--- src/rtl/aes_dec_arbiter.sv ---
// Two-requester front end for one shared AES decryption core: round-robin grant,
// one job in flight, stale-done blanking, timeout abort and held result handshake.
module aes_dec_arbiter #(
  parameter int unsigned TIMEOUT = 64
) (
  input  logic         clock,
  input  logic         reset,
  input  logic         req0_valid,
  output logic         req0_ready,
  input  logic [127:0] req0_data,
  input  logic         req1_valid,
  output logic         req1_ready,
  input  logic [127:0] req1_data,
  output logic         core_start,
  output logic [127:0] core_data_in,
  input  logic         core_done,
  input  logic [127:0] core_data_out,
  output logic         rsp0_valid,
  input  logic         rsp0_ready,
  output logic [127:0] rsp0_data,
  output logic         rsp0_err,
  output logic         rsp1_valid,
  input  logic         rsp1_ready,
  output logic [127:0] rsp1_data,
  output logic         rsp1_err,
  output logic         busy
);

  localparam int unsigned DW = 128;
  localparam int unsigned CW = 8;
  localparam logic [CW-1:0] CNT_LAST = CW'(TIMEOUT - 1);

  localparam logic [1:0] S_IDLE  = 2'd0;
  localparam logic [1:0] S_ISSUE = 2'd1;
  localparam logic [1:0] S_WAIT  = 2'd2;
  localparam logic [1:0] S_RESP  = 2'd3;

  logic [1:0]    state, state_n;
  logic [DW-1:0] hold, hold_n;
  logic [DW-1:0] result, result_n;
  logic          err, err_n;
  logic          owner, owner_n;
  logic          last_grant, last_grant_n;
  logic [CW-1:0] cnt, cnt_n;
  logic [CW-1:0] cnt_inc;
  logic          start_q, busy_q, rsp0_valid_q, rsp1_valid_q;
  logic          grant_any, grant_id;

  // Combinational grant: a lone requester wins, a tie goes to the one not served last.
  always_comb begin
    grant_any = req0_valid | req1_valid;
    grant_id  = req1_valid;
    if (req0_valid && req1_valid) begin
      grant_id = ~last_grant;
    end
  end

  assign req0_ready = ~reset & (state == S_IDLE) & req0_valid & ~grant_id;
  assign req1_ready = ~reset & (state == S_IDLE) & req1_valid & grant_id;

  assign cnt_inc = cnt + CW'(1);

  always_comb begin
    state_n      = state;
    hold_n       = hold;
    result_n     = result;
    err_n        = err;
    owner_n      = owner;
    last_grant_n = last_grant;
    cnt_n        = cnt;
    case (state)
      S_IDLE: begin
        if (grant_any) begin
          hold_n  = grant_id ? req1_data : req0_data;
          owner_n = grant_id;
          state_n = S_ISSUE;
        end
      end
      S_ISSUE: begin
        cnt_n   = '0;
        state_n = S_WAIT;
      end
      S_WAIT: begin
        cnt_n = cnt_inc;
        // cnt==0 marks the first WAIT cycle, where done may be left over from the last job.
        if ((cnt != '0) && core_done) begin
          result_n = core_data_out;
          err_n    = 1'b0;
          state_n  = S_RESP;
        end else if (cnt_inc == CNT_LAST) begin
          result_n = '0;
          err_n    = 1'b1;
          state_n  = S_RESP;
        end
      end
      S_RESP: begin
        if (owner ? rsp1_ready : rsp0_ready) begin
          last_grant_n = owner;
          state_n      = S_IDLE;
        end
      end
      default: state_n = S_IDLE;
    endcase
  end

  always_ff @(posedge clock or posedge reset) begin
    if (reset) begin
      state        <= S_IDLE;
      hold         <= '0;
      result       <= '0;
      err          <= 1'b0;
      owner        <= 1'b0;
      last_grant   <= 1'b1;
      cnt          <= '0;
      start_q      <= 1'b0;
      busy_q       <= 1'b0;
      rsp0_valid_q <= 1'b0;
      rsp1_valid_q <= 1'b0;
    end else begin
      state        <= state_n;
      hold         <= hold_n;
      result       <= result_n;
      err          <= err_n;
      owner        <= owner_n;
      last_grant   <= last_grant_n;
      cnt          <= cnt_n;
      start_q      <= (state_n == S_ISSUE);
      busy_q       <= (state_n != S_IDLE);
      rsp0_valid_q <= (state_n == S_RESP) & ~owner_n;
      rsp1_valid_q <= (state_n == S_RESP) & owner_n;
    end
  end

  assign core_start   = start_q;
  assign core_data_in = hold;
  assign busy         = busy_q;
  assign rsp0_valid   = rsp0_valid_q;
  assign rsp1_valid   = rsp1_valid_q;
  assign rsp0_data    = result;
  assign rsp1_data    = result;
  assign rsp0_err     = err;
  assign rsp1_err     = err;

endmodule

--- config.mk ---
export PLATFORM = sky130hd
export DESIGN_NAME = aes_dec_arbiter
export DESIGN_NICKNAME = d
export VERILOG_FILES = /design/src/rtl/aes_dec_arbiter.sv
export SDC_FILE = /design/constraint.sdc
export NUM_CORES = 1
export LEC_CHECK = 0
export BUFFER_PORTS_ARGS = -buffer_cell sky130_fd_sc_hd__buf_2
export CAP_MARGIN = 20
export CELL_PAD_IN_SITES_DETAIL_PLACEMENT = 1
export CELL_PAD_IN_SITES_GLOBAL_PLACEMENT = 2
export CORE_AREA = 2 2 305 307
export CTS_CLUSTER_SIZE = 12
export DETAILED_ROUTE_END_ITERATION = 8
export DIE_AREA = 0 0 307 309
export PLACE_DENSITY = 0.62
export SLEW_MARGIN = 5
export SYNTH_ARGS = -nofsm -noshare
export SYNTH_HDL_FRONTEND = slang
export SYNTH_SLANG_ARGS = --single-unit
--- constraint.sdc ---
create_clock -name clock -period 9.4 [get_ports clock]
set_input_delay 0.47 -clock clock [delete_from_list [all_inputs] [get_ports clock]]
set_output_delay 0.47 -clock clock [all_outputs]
set_load 0.02 [all_outputs]
==> run summary, run 1 <==
Run status - finished, final reports clean
Max transition margin - 0.0640
Clk sinks - 273
First-pass GRT wire length - 90.3 mm
Worst setup EP type - register
Syn Inst Count - 1,357
Final non-filler cell total - 3,199
Final period utilization - 0.361
RSZ-0062 raised after global routing - false
Detailed-route via count - 11,972
Skew-Pair Late Insertion Delay - 0.57 ns
DR pass1 iterations - 6
Critical path's most frequent cell - buf_4
R2R cell count - 8
Initial core utilization - 0.141
Critical Path AT - 3.83 ns
Routed Antenna Nets - 0
Post-Syn Area - 12,800 sq um
Slowest stage cell on the critical path - buf_4
Starting DRT DRC Count - 518
Crit Path Max Fanout - 71
Maximum clock path buffer count - 3
Post-Place Worst Slack - 6.08 ns
Initial antenna violation count - 34
Mean number of vias per cell - 3.74
Filler Cell Count - 10,850
Syn Area/Cell - 9.47 sq um
Top sig layer - met5
Cell count after placement - 3,119
Register area share after synthesis - 0.532
Tmin final - 3.40 ns
CTS tree - yes
Commonest non-fill, non-tap cells in the layout - buf_2 (782), nand2_1 (399), dfrtp_1 (272)
Fin Setup TNS - 0 ns
Vias in the first global route - 12,964
M1 wire length - 22.8 mm
Wire length per cell - 20.1 microns
Layout area overhead - 43.4%
Slowest Stage Delay on Critical Path - 0.69 ns
Ys flop type - dfrtp_1
R2R Path End - rsp0_data[68]
Largest net degree at the start of global routing - 258
Fraction of registers with async set or reset after synthesis - 1.00
Resized cells post-CTS - 0
Clock buffer count from CTS - 38
DR WL met2 - 32.8 mm
Worst endpoint required time - 9.83 ns
VDD IR max - 149 uV
CTS Root Cell - clkbuf_16
GPL Wtd Cong - 0.917
Worst setup SP type - register
HP Class - in2reg
Post-synth EDFFs - 0
DIE HEIGHT - 309 microns
Max-cap violations - 0
Share of cells above drive strength 1 - 0.432
YS warnings - 0
Core area - 91,400 sq um
Flop-to-flop setup slack - 6.00 ns
R2R Path Start - cnt[0]
Global Route Usage Sum - 0.129
DRT Wirelength - 64.2 mm
Final clock skew - 0.0339 ns
Crit path launch - cnt[0]
Clk pin slew, worst setup/hold paths - 0.06 ns
HPWL after detailed placement - 50.8 mm
Htree depth - 2
Worst Setup EP - rsp0_data[68]
Min-delay src - core_data_out[46]
Port Buf Inserts - 782
Max Freq - 0.295 GHz
Die area - 94,900 sq um
Final nets - 2,373
LEAKAGE - 0.00950 uW
Congestion Overflow GR - 0
Worst-Margin Slew - 1.40 ns
Final Hold Fails - 0
Final setup vio count - 0
DRC violations left - 0
Post-Syn Nets - 1,756
P per Cell Area - 368 nW/um^2
Distinct cells, synth - 47
Fin. max-slew vios - 0
Placement row count - 111
IO Pins - 783
Most common cell after layout, fill and taps aside - buf_2
Ordered list of cells on the worst path - inv_1, ha_1, or4b_1, o211ai_1, buf_4, buf_4, nand2_1, o21ai_0
CP Class - reg2reg
Die Wd - 307 microns
Routed length on met3 - 6.60 mm
Flops & latches, synth - 273
Final worst slack - 6.00 ns
==> flip-flops by register name, summed over array words and instances, names as in the netlist, 2 cells and up <==
signal / flops
core_data_in: 128
state: 2
cnt: 8
rsp0_data: 128
==> cell usage after synthesis (2+ instances only) <==
library cell | n | area share
buf_2 | 22 | 0.0086
a31oi_1 | 2 | 0.00097
a211oi_1 | 2 | 0.0012
and3_1 | 2 | 0.00097
nor3b_1 | 2 | 0.0012
o21a_1 | 2 | 0.0012
a21oi_1 | 4 | 0.0016
buf_4 | 129 | 0.075
nor4_1 | 3 | 0.0015
mux2i_1 | 130 | 0.10
dfrtp_1 | 272 | 0.53
a21boi_0 | 2 | 0.0012
or4b_1 | 2 | 0.0016
buf_6 | 2 | 0.0018
clkbuf_1 | 52 | 0.015
o21ai_1 | 9 | 0.0035
nor2_1 | 6 | 0.0018
nor3_1 | 2 | 0.00078
inv_1 | 11 | 0.0032
clkbuf_2 | 9 | 0.0035
nand2_1 | 399 | 0.12
o21ai_0 | 255 | 0.099
nand3_1 | 4 | 0.0016
o22ai_1 | 4 | 0.0019
ha_1 | 8 | 0.0078
==> power by group <==
part / switching [uW] / total, uW / internal [uW]
clock: 600 / 1600 / 998
sequential: 428 / 2160 / 1730
combinational: 2140 / 3030 / 893
==> worst min-delay path by stage <==
stage	endpoint	slack (ns)	cells past startpoint
final	rsp0_data[46]	0.11	3
after floorplan	last_grant	0.51	2
after detailed placement	core_data_in[20]	0.46	2
after global routing	rsp0_data[51]	0.07	3
after global placement	core_data_in[46]	0.46	2
after CTS	rsp0_data[1]	0.06	3
==> layout make-up <==
type / instances / area [sq um] / share of cell area
Timing Repair Buffer: 793 / 4020 / 0.218
Sequential cell: 273 / 6830 / 0.371
Clock buffer: 51 / 1080 / 0.0586
Antenna cell: 11 / 27.5 / 0.00149
Clock inverter: 17 / 279 / 0.0151
Inverter: 11 / 48.8 / 0.00265
Multi-Input combinational cell: 857 / 4640 / 0.252
Tap cell: 1186 / 1480 / 0.0806
==> critical path: cells and delay by family (launching register included) <==
family / cells / cell delay [ns]
buf+inv: 3 / 1.46
simple gates: 2 / 0.59
flops: 1 / 0.45
compound gates: 2 / 0.45
fa+ha+maj: 1 / 0.16
==> what timing repair did <==
action | in CTS | in global routing
buffers inserted | 0 | 0
endpoints found under the hold margin | 54 | 0
hold buffers | 1 | 0
setup endpoints to repair | 0 | 0
==> metrics by stage <==
step                      power (uW)  area, sq um   util  hold WS (ns)
after floorplan                 4140        12800      -         0.507
after global placement          5230        17000  0.186         0.459
after detailed placement        5300        17000  0.186         0.465
after CTS                       6970        18400  0.201        0.0566
after global routing            7270        18400  0.201        0.0736
final                           6790        18400  0.202         0.112
==> layer usage <==
metal,up-vias,global-route usage
met2,538,0.235
li1,5641,-
met5,-,0
met3,103,0.0546
met4,16,0.0432
met1,5674,0.134
==> cells by family (layout without fill, tap and decap cells) <==
kind of cell,count (synthesis),in the layout,share of synthesized area
AOI/OAI and AO/OA,288,288,0.116
buffers and inverters,227,872,0.109
adders and majority gates,8,8,0.00779
other,0,11,0
xor gates and xnor gates,1,1,0.000682
and+or+nand+nor,429,429,0.132
muxes,131,131,0.102
DFF,273,273,0.532
Power figures use the tool's default switching activity.
==> inputs of run 2 (changes only) <==
--- a/config.mk
+++ b/config.mk
@@ -9,11 +9,11 @@
 export CAP_MARGIN = 20
 export CELL_PAD_IN_SITES_DETAIL_PLACEMENT = 1
 export CELL_PAD_IN_SITES_GLOBAL_PLACEMENT = 2
-export CORE_AREA = 2 2 305 307
+export CORE_AREA = 2 2 308 310
 export CTS_CLUSTER_SIZE = 12
 export DETAILED_ROUTE_END_ITERATION = 8
-export DIE_AREA = 0 0 307 309
-export PLACE_DENSITY = 0.62
+export DIE_AREA = 0 0 310 312
+export PLACE_DENSITY = 0.64
 export SLEW_MARGIN = 5
 export SYNTH_ARGS = -nofsm -noshare
 export SYNTH_HDL_FRONTEND = slang
==> constraint.sdc (replaced) <==
create_clock -name clock -period 3 [get_ports clock]
set_input_delay 0.15 -clock clock [delete_from_list [all_inputs] [get_ports clock]]
set_output_delay 0.15 -clock clock [all_outputs]
set_load 0.02 [all_outputs]
==> run 2 against run 1 <==
Power grew to 3.1 times the previous value. Sequential power grew to 3.1 times the previous value. Global-route usage shrank 0.88 points. Flip-flop and latch count is the same. Via count grew 12%. Final area grew 22%. Largest cell class is now buffers.
==> run summary, run 2 (same netlist as run 1, synthesis figures left out) <==
Starting DRT DRC Count - 548
Most common cell after layout, fill and taps aside - buf_2
Mean number of vias per cell - 3.65
Critical Path AT - 2.94 ns
HPWL after detailed placement - 45.5 mm
Final Hold Fails - 0
Initial antenna violation count - 19
DRC violations left - 0
Detailed-route via count - 13,410
Worst-Margin Slew - 0.737 ns
Initial core utilization - 0.138
DIE HEIGHT - 312 microns
RSZ-0062 raised after global routing - false
Layout area overhead - 75.0%
Share of cells above drive strength 1 - 0.367
Tmin final - 2.51 ns
Final period utilization - 0.836
Crit Path Max Fanout - 7
Flop-to-flop setup slack - 0.49 ns
Routed Antenna Nets - 0
Max Freq - 0.399 GHz
Clk pin slew, worst setup/hold paths - 0.06 ns
Die area - 96,700 sq um
Final clock skew - 0.0195 ns
DRT Wirelength - 61.0 mm
DR pass1 iterations - 4
Critical path depth in cells - 8
Maximum clock path buffer count - 3
Worst Setup EP - rsp1_valid
Sw Share - 0.457
Clk sinks - 273
Max transition margin - 0.508
Port Buf Inserts - 782
Worst endpoint required time - 3.43 ns
Commonest non-fill, non-tap cells in the layout - buf_2 (782), nand2_1 (399), dlygate4sd3_1 (387)
Slowest stage cell on the critical path - or4b_1
Top cell family by delay on the critical path - compound AO/OA/AOI/OAI gates
Slowest Stage Delay on Critical Path - 0.48 ns
VDD IR max - 397 uV
Pint - 11,300 uW
Psw - 9530 uW
Die Wd - 310 microns
P per Cell Area - 928 nW/um^2
R2R cell count - 8
Final Total Pwr - 20,900 uW
R2R Path End - rsp1_valid
IO Pins - 783
Resized cells post-CTS - 0
Ordered list of cells on the worst path - inv_1, ha_1, or4b_1, o211ai_1, o22ai_1, a31oi_1, inv_1, and3_1
Placement row count - 112
Worst setup SP type - register
Dpl cell area - 17,400 sq um
Max-cap violations - 0
Vias in the first global route - 14,325
Htree depth - 2
Final Cell Area - 22,500 sq um
Power share of the sequential group - 0.319
Core area - 93,000 sq um
Buffer and inverter count on the worst path - 2
R2R Path Start - cnt[0]
Congestion Overflow GR - 0
Critical path's most frequent cell - inv_1
Run status - finished, final reports clean
Largest net degree at the start of global routing - 121
Worst setup EP type - register
GPL Wtd Cong - 0.713
First-pass GRT wire length - 89.3 mm
Filler Cell Count - 11,136
CTS tree - yes
CTS Root Cell - clkbuf_16
Crit path launch - cnt[0]
LEAKAGE - 0.0112 uW
Min-delay src - req1_valid
Clock buffer count from CTS - 37
Final nets - 2,784
Skew-Pair Late Insertion Delay - 0.55 ns
Wire length per cell - 16.6 microns
Post-CTS setup buffer count - 0
Fin. max-slew vios - 0
CP Class - reg2reg
Global Route Usage Sum - 0.121
Clk pwr share - 0.212
HP Class - in2reg
Comb power frac - 0.469
Final setup vio count - 0
run 2: cell count changes in the layout (fill, tap and decap cells not counted), sizes merged:
cell	previous run	this run
dlygate4sd3	1	387
clkinv	8	9
diode	11	4
inv	13	11
clkbuf	51	56
buf	792	818
clkinvlp	0	2
bufinv	7	1
run 2: how the worst min path moves through the flow:
| stage | to | depth (start not counted) |
|---|---|---|
| 2_1_floorplan | rsp0_data[0] | 2 |
| 3_3_place_gp | rsp0_data[0] | 3 |
| 3_5_place_dp | rsp0_data[69] | 3 |
| 4_1_cts | core_data_in[30] | 4 |
| 5_1_grt | core_data_in[30] | 3 |
| 6_report | core_data_in[22] | 4 |
run 2: area by class of cell:
cell class	instances	area, sq um	share of cell area
repair buffers	1205	8180	0.364
flip-flops and latches	273	6830	0.304
multi-input cells	857	4650	0.207
well taps	1254	1570	0.0698
clock buffers	56	1110	0.0493
clock inverters	12	95.1	0.00423
inverters	11	45.0	0.00200
diodes	4	10.0	0.000445
run 2: what timing repair did:
action	in CTS	in global routing
hold endpoints to repair	431	0
setup endpoints to repair	0	0
hold buffers	387	0
run 2: stage by stage:
stage / setup WS, ns / setup TNS (ns) / util / cells / hold WS (ns)
final: 0.492 / 0 / 0.242 / 3672 / 0.174
after global routing: 0.332 / 0 / 0.242 / 3670 / 0.207
after CTS: 0.478 / 0 / 0.242 / 3668 / 0.136
after detailed placement: 0.522 / 0 / 0.187 / 3213 / 0.359
after global placement: 0.593 / 0 / 0.187 / 3213 / 0.356
after floorplan: -2.41 / -214.14 / - / 1357 / 0.267
run 2: worst reg2reg max path: cells and delay by family, from the launching register on:
family	cells	cell delay, ns
simple gates	2	0.66
flops	1	0.44
compound gates	3	0.89
buf+inv	2	0.26
fa+ha+maj	1	0.15
run 2: power by group through the flow:
stage | clock, uW | combinational [uW] | sequential (uW)
6_report | 4430 | 9790 | 6650
5_1_grt | 4770 | 10700 | 6910
4_1_cts | 4670 | 9920 | 6690
3_5_place_dp | 0 | 9410 | 6720
3_3_place_gp | 0 | 9320 | 6690
2_1_floorplan | 0 | 4410 | 8570
run 2: metal layers:
| layer | wire (microns) | part of all wire | up-vias | GRT usage |
|---|---|---|---|---|
| met3 | 4480 | 0.073 | 93 | 0.0333 |
| li1 | - | - | 6435 | - |
| met1 | 23000 | 0.38 | 6343 | 0.131 |
| met5 | 66 | 0.0011 | - | 0 |
| met4 | 1680 | 0.027 | 10 | 0.0357 |
| met2 | 31800 | 0.52 | 529 | 0.225 |
